### config.mk
export PLATFORM = sky130hd
export DESIGN_NAME = lsu_align
export DESIGN_NICKNAME = d
export VERILOG_FILES = /design/src/rtl/lsu_align.sv
export SDC_FILE = /design/constraint.sdc
export NUM_CORES = 1
export LEC_CHECK = 0
export BUFFER_PORTS_ARGS = -buffer_cell sky130_fd_sc_hd__clkbuf_2
export CORE_ASPECT_RATIO = 1.75
export CORE_UTILIZATION = 23
export CTS_BUF_LIST = sky130_fd_sc_hd__clkbuf_2 sky130_fd_sc_hd__clkbuf_4 sky130_fd_sc_hd__clkbuf_8
export DETAILED_ROUTE_END_ITERATION = 7
export HOLD_SLACK_MARGIN = 0.15
export SLEW_MARGIN = 30
export SYNTH_ARGS = -nofsm -noshare
export SYNTH_HDL_FRONTEND = slang
export SYNTH_SLANG_ARGS = --single-unit
### constraint.sdc
create_clock -name clk -period 3.8 [get_ports clk]
set_input_delay 0.19 -clock clk [delete_from_list [all_inputs] [get_ports clk]]
set_output_delay 0.19 -clock clk [all_outputs]
set_load 0.005 [all_outputs]
### src/rtl/lsu_align.sv
// Load/store alignment unit: one word-aligned bus access per start, load data right-justified, store lanes replicated.
// Latency: start -> mem_req next cycle; mem_ack -> done next cycle; illegal/misaligned start -> done+err next cycle.
// Backpressure: mem_req held until mem_ack or timeout; start ignored (not queued) while busy.
//
// Ports:
//   clk, reset          clock and synchronous active-high reset
//   start, is_store,    access request; size/addr/wdata captured when start is seen in IDLE
//   size, addr, wdata
//   busy, done, err     status; done is a one-cycle pulse, err only valid with done
//   rdata_aligned       right-justified zero-filled load data, held until the next successful load
//   mem_*               word-aligned memory bus (req/ack handshake, read data valid with ack)
module lsu_align #(
  parameter int TIMEOUT_CYCLES = 16
) (
  input  logic        clk,
  input  logic        reset,
  input  logic        start,
  input  logic        is_store,
  input  logic [1:0]  size,
  input  logic [31:0] addr,
  input  logic [31:0] wdata,
  output logic        busy,
  output logic        done,
  output logic        err,
  output logic [31:0] rdata_aligned,
  output logic        mem_req,
  output logic        mem_we,
  output logic [31:0] mem_addr,
  output logic [3:0]  mem_be,
  output logic [31:0] mem_wdata,
  input  logic        mem_ack,
  input  logic [31:0] mem_rdata
);

  // Wide enough to hold TIMEOUT_CYCLES-1 for any legal TIMEOUT_CYCLES >= 1.
  localparam int CW = (TIMEOUT_CYCLES > 1) ? $clog2(TIMEOUT_CYCLES + 1) : 1;
  localparam logic [CW-1:0] CNT_LAST = CW'(TIMEOUT_CYCLES - 1);

  typedef enum logic [1:0] {
    S_IDLE = 2'd0,
    S_REQ  = 2'd1,
    S_DONE = 2'd2
  } state_t;

  state_t        state_q, state_d;
  logic [CW-1:0] cnt_q;
  logic          err_q;
  logic [1:0]    off_q;
  logic [1:0]    size_q;
  logic [31:0]   rdata_q;
  logic          mem_we_q;
  logic [31:0]   mem_addr_q;
  logic [3:0]    mem_be_q;
  logic [31:0]   mem_wdata_q;

  logic          legal;
  logic          expire;
  logic [3:0]    be_calc;
  logic [31:0]   wd_calc;
  logic [31:0]   load_calc;

  // Access legality of the request presented with start.
  always_comb begin
    legal = 1'b1;
    case (size)
      2'b00:   legal = 1'b1;
      2'b01:   legal = ~addr[0];
      2'b10:   legal = (addr[1:0] == 2'b00);
      default: legal = 1'b0;
    endcase
  end

  // Byte enables and lane-replicated write data for the request presented with start.
  always_comb begin
    be_calc = 4'b1111;
    wd_calc = 32'h0;
    if (is_store) begin
      case (size)
        2'b00: begin
          be_calc = 4'b0001 << addr[1:0];
          wd_calc = {4{wdata[7:0]}};
        end
        2'b01: begin
          be_calc = addr[1] ? 4'b1100 : 4'b0011;
          wd_calc = {2{wdata[15:0]}};
        end
        default: begin
          be_calc = 4'b1111;
          wd_calc = wdata;
        end
      endcase
    end
  end

  // Lane extraction of returning read data, using the offset/size captured at start.
  always_comb begin
    load_calc = mem_rdata;
    case (size_q)
      2'b00: begin
        case (off_q)
          2'd0:    load_calc = {24'h0, mem_rdata[7:0]};
          2'd1:    load_calc = {24'h0, mem_rdata[15:8]};
          2'd2:    load_calc = {24'h0, mem_rdata[23:16]};
          default: load_calc = {24'h0, mem_rdata[31:24]};
        endcase
      end
      2'b01:   load_calc = off_q[1] ? {16'h0, mem_rdata[31:16]} : {16'h0, mem_rdata[15:0]};
      default: load_calc = mem_rdata;
    endcase
  end

  // Last permitted REQ cycle without an acknowledge.
  assign expire = (cnt_q == CNT_LAST);

  always_ff @(posedge clk) begin
    if (reset) state_q <= S_IDLE;
    else       state_q <= state_d;
  end

  always_comb begin
    state_d = state_q;
    busy    = 1'b0;
    done    = 1'b0;
    mem_req = 1'b0;
    err     = 1'b0;
    case (state_q)
      S_IDLE: begin
        if (start) state_d = legal ? S_REQ : S_DONE;
      end
      S_REQ: begin
        busy    = 1'b1;
        mem_req = 1'b1;
        // An ack on the expiry cycle still completes the access successfully.
        if (mem_ack || expire) state_d = S_DONE;
      end
      S_DONE: begin
        busy    = 1'b1;
        done    = 1'b1;
        err     = err_q;
        state_d = S_IDLE;
      end
      default: state_d = S_IDLE;
    endcase
  end

  always_ff @(posedge clk) begin
    if (reset) begin
      cnt_q       <= '0;
      err_q       <= 1'b0;
      off_q       <= 2'b00;
      size_q      <= 2'b00;
      rdata_q     <= 32'h0;
      mem_we_q    <= 1'b0;
      mem_addr_q  <= 32'h0;
      mem_be_q    <= 4'h0;
      mem_wdata_q <= 32'h0;
    end else begin
      case (state_q)
        S_IDLE: begin
          err_q <= 1'b0;
          if (start) begin
            if (legal) begin
              cnt_q       <= '0;
              off_q       <= addr[1:0];
              size_q      <= size;
              mem_we_q    <= is_store;
              mem_addr_q  <= {addr[31:2], 2'b00};
              mem_be_q    <= be_calc;
              mem_wdata_q <= wd_calc;
            end else begin
              err_q <= 1'b1;
            end
          end
        end
        S_REQ: begin
          if (mem_ack || expire) begin
            err_q       <= ~mem_ack;
            // Bus fields are only meaningful while the request is up.
            mem_we_q    <= 1'b0;
            mem_addr_q  <= 32'h0;
            mem_be_q    <= 4'h0;
            mem_wdata_q <= 32'h0;
            if (mem_ack && !mem_we_q) rdata_q <= load_calc;
          end else begin
            cnt_q <= cnt_q + 1'b1;
          end
        end
        default: begin
          err_q <= err_q;
        end
      endcase
    end
  end

  assign rdata_aligned = rdata_q;
  assign mem_we        = mem_we_q;
  assign mem_addr      = mem_addr_q;
  assign mem_be        = mem_be_q;
  assign mem_wdata     = mem_wdata_q;

endmodule

Word-level counts from Yosys, hierarchy flattened
Cells that the tools add are included.

Input bits: 103. Bits in registers: 113. Logic and storage cells: 82. Output and inout bits: 105.

Shift operators: 1. $add $sub $neg: 1. Reductions and logical operators: 16. Bitwise operators: 2. Muxes and demuxes: 40. Equality and inequality tests: 12.

Operators with widths (count): 32-bit one-hot mux with 2 select lines (4); 32-bit 2-to-1 mux (6); 8-bit one-hot mux with 3 select lines (1); 4-bit 2-to-1 mux (5); 16-bit 2-to-1 mux (1); 4-bit one-hot mux with 2 select lines (2); 5-bit 2-to-1 mux (3); 2-bit zero test (5); 1-bit 2-to-1 mux (10); 5-bit one-hot mux with 2 select lines (1); 2-bit by 1-bit == test with 1-bit output, second input constant (4); 2-bit != test, second input constant (4); 4-bit AND reduction (2); 2-bit == test, second input constant (3); 2-bit 2-to-1 mux (3); 3-bit AND reduction (2); 5-bit by 1-bit adder with 5-bit output, second input constant (1); 5-bit by 4-bit == test with 1-bit output, second input constant (1); 1-bit one-hot mux with 2 select lines (2); 2-bit one-hot mux with 2 select lines (1); 2-bit AND reduction (2); 1-bit by 2-bit left shift with 4-bit output, first input constant (1); 1-bit one-hot mux with 3 select lines (1); 1-bit NOT (2); 5 further kinds (5).

Logic depth before layout (Yosys ltp)
Gate-level depths: netlist of the first run.

Word-level depth: 6. Gate-level depth with buffers: 9.

Worst setup path before layout of the first run
OpenSTA, ideal clock, no wires.

Path type: register to register. Start: register cnt_q[0]. End: register mem_wdata_q[10], in the netlist mem_wdata[10]. Clock period less this slack: 2.124 ns. Arrival: 2.054 ns. Stages on the path, launching flop included: 9. Path buffers: 1. Setup slack: 1.676 ns. Cell sequence: dfxtp_1 > ha_1 > and3_1 > ha_1 > nor3b_2 > a211oi_1 > a21oi_2 > clkbuf_1 > o2bb2ai_1.

Word-level cells in the longest chain between the ends: 4.

Ends and longest elaborated chain: from (decl) (line 46) `logic [CW-1:0] cnt_q;`; from (signal assigned) (line 185) `cnt_q <= cnt_q + 1'b1;`; 5-bit by 4-bit == test with 1-bit output (line 113) `assign expire = (cnt_q == CNT_LAST);`; 1-bit logical OR (line 176) `if (mem_ack || expire) begin`; 2-bit != test (no source line); 4-bit AND reduction (no source line); to (signal assigned) (line 169) `mem_wdata_q <= wd_calc;`; to (decl) (line 54) `logic [31:0] mem_wdata_q;`.

No other way between the ends. A chain may end at the register's enable or synchronous reset.

Worst setup path after layout of the first run
Start: register cnt_q[0]. End: register mem_wdata_q[5], in the netlist mem_wdata[5].

The elaborated chain is that of the path after synthesis.

==> impl_metrics.csv, run 1 <==
group,metric,value,unit
job,cap_viol_max_count,0,
setup_path,critPathMaxFanout,19,
final_layout,drive_above_1_share,0.294,
setup_path,cpMostUsedCell,"ha_1",
grt,grt_pass1_wl,27700,um
setup_path,path_buf_inv,1,
yosys,ys_ff_latch,111,
die,die_y,198,um
sta,worstMarginPinSlew,0.997,ns
placed_design,hpwl,12700,um
setup_path,crit_arrival,2.79,ns
final_layout,nNetsFinal,941,
run_status,status,"completed",
setup_path,cp_num_cells,8,
grt,grt_max_degree,41,
cts,cts_tree,"yes",
drt,routedWlPerCell,16.1,um
cts,tritoncts.num_buffers,9,
final_layout,areaGrowthSynthToFinish,48.5,%
grt,grtUsageTotal,0.158,
min_path,min_from,"addr[1]",
sta,rsz0062_at_grt,"false",
sta,skew,0.0152,ns
drt,drtPass1Iterations,4,
cts,postCtsSetupBuffers,0,
drt,route.detailed.drc,0,
setup_path,reg2reg_setup_slack,1.35,ns
setup_path,reg2regPathDepth,8,
yosys,ys_types,47,
sta,min_period,2.45,ns
power,p_leak,3.15,nW
setup_path,crit_path_cell_trace,"ha_1, and3_1, ha_1, nor3b_2, a211oi_4, a21oi_4, buf_16, a22o_1",
sta,hold_viol,0,
sta,finalCritPeriodShare,0.645,
cts,cts_buffer_depth,2,
yosys,synth_edf_count,0,
yosys,synth_ff_type,"dfxtp_1",
yosys,async_reset_ff_frac,0,
drt,wirelength,18200,um
die,die_x,114,um
drt,ant_nets,0,
setup_path,cp_slowest_cell,"a21oi_4",
setup_path,crit_type,"flop to flop",
final_layout,multi_input_area,2560,um2
yosys,syn_area,5030,um2
min_path,worstHoldEndpoint,"off_q[1]",
yosys,synth_cells,564,
cts,cts.sinks,111,
yosys,yosysTopAreaCellShare,0.441,
setup_path,r2r-start,"cnt_q[0]",
final_layout,fillCellCount,2278,
die,die_area,22500,um2
die,core,21500,um2
sta,fin_setup_tns,0,ns
min_path,hp-class,"input pin to flop",
sta,final-setup-viol-count,0,
cts,htree_levels,3,
cts,clockRootBuffer,"clkbuf_8",
die,ios,208,
final_layout,diodes,0,
setup_path,cp-start-kind,"flop",
setup_path,critical-path-max-stage-delay,0.54,ns
setup_path,critPathTopFamily,"compound AO/OA/AOI/OAI gates",
drt,vias,5411,
drt,vias_per_cell,4.79,
setup_path,required,4.14,ns
setup_path,endpoint_kind,"flop",
power,powerDensity,362,nW/um2
sta,slew_violations,0,
cts,clk_pin_slew,0.12,ns
yosys,seq_area_frac_synth,0.441,
yosys,synth.largest_area_cell,"dfxtp_1",
sta,relSlewSlack,0.333,
die,initial_utilization,0.234,
die,num_rows,71,
grt,gr-total-overflow,0,
final_layout,regArea,2220,um2
yosys,syn_avg_cell_area,8.92,um2
setup_path,r2r-end,"mem_wdata[5]",
power,ir_worst_vdd,187,uV
sta,fmax,408,MHz
yosys,synth_warnings,0,
yosys,synth_area_leaders,"dfxtp_1 44%, mux2i_1 6.6%, a21oi_1 6.3%",
placed_design,gp_congestion,0.825,
grt,grt_pass1_vias,5399,
min_path,worstHoldPathCells,3,
drt,drtIter0Drc,312,
power,finalPower,2.70,mW
grt,antenna_found_initial,0,
placed_design,port_buffers,205,
cts,clock_latency,0.39,ns
[logic make-up after synthesis]
group,count (synthesis),synth area share
AOI/OAI and AO/OA,191,0.249
and+or+nand+nor,156,0.175
DFF,111,0.441
buffers and inverters,67,0.0564
muxes,33,0.0656
adders and majority gates,5,0.0124
other,1,0.000745
[worst register-to-register path, stage by stage, from the launching register on]
cell      delay, ns
dfxtp_1        0.35
ha_1           0.21
and3_1         0.19
ha_1           0.21
nor3b_2        0.43
a211oi_4       0.10
a21oi_4        0.54
buf_16         0.23
a22o_1         0.15
[Yosys cell counts (7+ instances only)]
cell and number:
inv_1 11, nor2_1 21, a22o_1 28, nor3_1 12, a221oi_1 8, buf_2 8
o21ai_1 31, o21ai_0 15, or3_1 8, mux2i_1 33, nand4b_1 30, dfxtp_1 111
nand3_1 20, nand2_1 40, o2bb2ai_1 16, a21oi_1 63, o31ai_1 7, clkbuf_1 39
[timing repair]
| item | in CTS | in global routing |
|---|---|---|
| hold buffers | 93 | 0 |
| hold endpoints to repair | 88 | 0 |
| resized for setup | 0 | 0 |
[report_power, final]
group          internal, mW  switching, mW  total [mW]
sequential             1.23         0.0408        1.27
combinational         0.293          0.362       0.655
clock                 0.324          0.450       0.774
total                  1.85          0.853        2.70
[stage by stage]
| stage | utilization | std cells | setup slack, ns | area, um2 | hold WS [ns] |
|---|---|---|---|---|---|
| after floorplan | - | 565 | 1.68 | 5040 | 0.316 |
| after global routing | 0.348 | 1130 | 1.15 | 7480 | 0.178 |
| final | 0.348 | 1130 | 1.35 | 7480 | 0.171 |
| after CTS | 0.348 | 1130 | 1.31 | 7470 | 0.155 |
| after global placement | 0.293 | 1020 | 1.20 | 6310 | 0.438 |
| after detailed placement | 0.295 | 1021 | 1.33 | 6340 | 0.443 |
[cells in the final DEF, fill, tap and decap left out, drive strengths merged, types with 16 or more instances in the layout]
cell type / synthesis / layout
nand4b: 30 / 30
mux2i: 33 / 33
nand3: 20 / 20
a21oi: 64 / 64
a22o: 28 / 28
o2bb2ai: 16 / 16
nand2: 40 / 40
clkbuf: 39 / 215
dlygate4sd3: 0 / 93
o21ai: 46 / 46
dfxtp: 111 / 111
nor2: 21 / 21
[worst max path at each step]
stage | startpoint | to
floorplan | cnt_q[0] | mem_wdata[10]
global placement | state_q[1] | mem_wdata[28]
detailed placement | state_q[1] | mem_wdata[3]
CTS | state_q[1] | mem_wdata[5]
global route | state_q[1] | mem_wdata[2]
finish | cnt_q[0] | mem_wdata[5]
[layout make-up]
cell class	count	area share
sequential	111	0.297
multi-input combinational	387	0.342
timing repair buffer	312	0.278
tap	292	0.0489
clock buffer	10	0.0176
clock inverter	6	0.0100
inverter	12	0.00602
[per-layer routing]
layer  global-route usage  routed length (um)  share of wire  vias to the layer above
met3               0.0254                 906          0.050                       46
met1                0.170                7070           0.39                     2555
met2                0.291                9520           0.52                      192
met5                    0                   0              0                        -
met4               0.0875                 733          0.040                        0
li1                     -                   -              -                     2618
[flip-flops by register name, indices dropped and copies added, names as in the netlist]
name,flops
mem_wdata,32
state_q,2
mem_we,1
size_q,2
cnt_q,5
err_q,1
mem_be,4
mem_addr,30
off_q,2
rdata_aligned,32
Note: power is estimated with default switching activity, not from simulation.
==> run 2, diff against run 1 <==
clock period = 1.96 ns   (was 3.8 ns; I/O delays follow)
==> impl_metrics.csv, run 2 (same netlist as run 1, synthesis figures left out) <==
group,metric,value,unit
cts,cts.sinks,111,
power,powerDensity,688,nW/um2
cts,htree_levels,3,
sta,final-setup-viol-count,0,
final_layout,final_common_cell,"clkbuf_2",
final_layout,areaGrowthSynthToFinish,59.5,%
final_layout,mostFrequentLayoutCells,"205 x clkbuf_2, 108 x dlygate4sd3_1, 107 x dfxtp_1",
sta,min_period,1.93,ns
min_path,min_from,"size[1]",
drt,vias,5623,
sta,finalCritPeriodShare,0.986,
die,die_y,198,um
final_layout,fillCellCount,2212,
cts,clk_pin_slew,0.11,ns
cts,clockRootBuffer,"clkbuf_8",
setup_path,critPathMaxFanout,5,
setup_path,cp-start-kind,"flop",
grt,grtUsageTotal,0.168,
die,die_x,114,um
sta,hold_slack,0.207,ns
drt,routedWlPerCell,16.4,um
placed_design,gp_congestion,0.805,
job,cap_viol_max_count,0,
setup_path,critical-path-max-stage-delay,0.37,ns
min_path,hp-class,"input pin to flop",
drt,wirelength,19200,um
drt,drtPass1Iterations,7,
grt,grt_max_degree,39,
die,die_area,22500,um2
final_layout,fin_util,0.374,
sta,rsz0062_at_grt,"true",
grt,grt_pass1_vias,5627,
setup_path,endpoint_kind,"flop",
final_layout,nNetsFinal,983,
setup_path,crit_type,"flop to flop",
run_status,status,"completed",
drt,vias_per_cell,4.80,
setup_path,critPathTopFamily,"compound AO/OA/AOI/OAI gates",
setup_path,cp_slowest_cell,"dfxtp_2",
cts,cts_buffer_depth,2,
sta,fmax,517,MHz
drt,drtIter0Drc,273,
power,p_leak,3.40,nW
drt,route.detailed.drc,0,
placed_design,hpwl,12600,um
final_layout,diodes,0,
setup_path,crit_arrival,2.24,ns
drt,ant_nets,0,
die,num_rows,71,
grt,antenna_found_initial,0,
die,ios,208,
setup_path,required,2.26,ns
placed_design,port_buffers,205,
final_layout,regArea,2230,um2
die,core,21500,um2
setup_path,crit_path_cell_trace,"ha_4, and3_4, ha_4, nor3b_4, buf_6, a211oi_4, a21oi_4, buf_6, clkbuf_16, a22o_1",
setup_path,r2r-start,"cnt_q[1]",
final_layout,drive_above_1_share,0.322,
grt,gr-total-overflow,0,
final_layout,multi_input_area,2620,um2
cts,cts_tree,"yes",
sta,slew_violations,0,
sta,hold_viol,0,
setup_path,path_buf_inv,3,
power,ir_worst_vdd,307,uV
sta,skew,0.0207,ns
die,initial_utilization,0.234,
cts,clock_latency,0.42,ns
cts,tritoncts.num_buffers,9,
grt,grt_pass1_wl,29300,um
setup_path,startpoint,"cnt_q[1]",
## run 2: power by group
group / leakage (nW) / total (mW) / switching [mW] / internal (mW)
registers: 0.903 / 2.47 / 0.0811 / 2.39
logic: 2.39 / 1.50 / 0.754 / 0.744
clock network: 0.108 / 1.55 / 0.928 / 0.621
total: 3.40 / 5.52 / 1.76 / 3.76
## run 2: layout make-up
type,instances,share of cell area
Clock buffer,9,0.0154
Clock inverter,7,0.0112
Inverter,12,0.00561
Multi-Input combinational cell,387,0.327
Sequential cell,111,0.277
Tap cell,292,0.0455
Timing Repair Buffer,354,0.318
## run 2: final timing paths
| check | slack (ns) | depth (start not counted) | end |
|---|---|---|---|
| worst max-delay path | 0.03 | 10 | mem_wdata[25] |
| worst min-delay path | 0.21 | 4 | err_q |
| worst max register to register | 0.03 | 10 | mem_wdata[25] |
| worst min register to register | 0.46 | 2 | rdata_aligned[20] |
## run 2: per-layer routing
metal,vias up,GRT usage,part of all wire
met5,-,0,0
met4,0,0.0885,0.037
li1,2705,-,-
met3,56,0.0370,0.051
met1,2632,0.184,0.39
met2,230,0.297,0.53
## run 2: timing repair
action                                  CTS  global route
endpoints found under the setup margin   59            94
gates cloned                              0             4
hold endpoints to repair                102             0
buffers inserted                          0             5
gates resized for setup                   5            20
hold buffers                            108             0
pin swaps                                 3            20
## run 2: tightest hold or removal path, stage by stage
cell and delay, ns:
clkbuf_2 0.11, a21o_1 0.21, nand3_1 0.10, a21oi_1 0.06
## run 2: per-stage QoR
stage | total power [mW] | instances | area [um2] | TNS (ns) | worst slack (ns)
2_1_floorplan | 3.17 | 565 | 5080 | 0 | 0.00754
3_3_place_gp | 3.69 | 1039 | 6510 | -1.29 | -0.0387
3_5_place_dp | 3.69 | 1039 | 6510 | -2.55 | -0.0856
4_1_cts | 5.44 | 1163 | 7810 | -0.0450 | -0.0241
5_1_grt | 5.81 | 1172 | 8030 | -1.20 | -0.0587
6_report | 5.52 | 1172 | 8030 | 0 | 0.0274
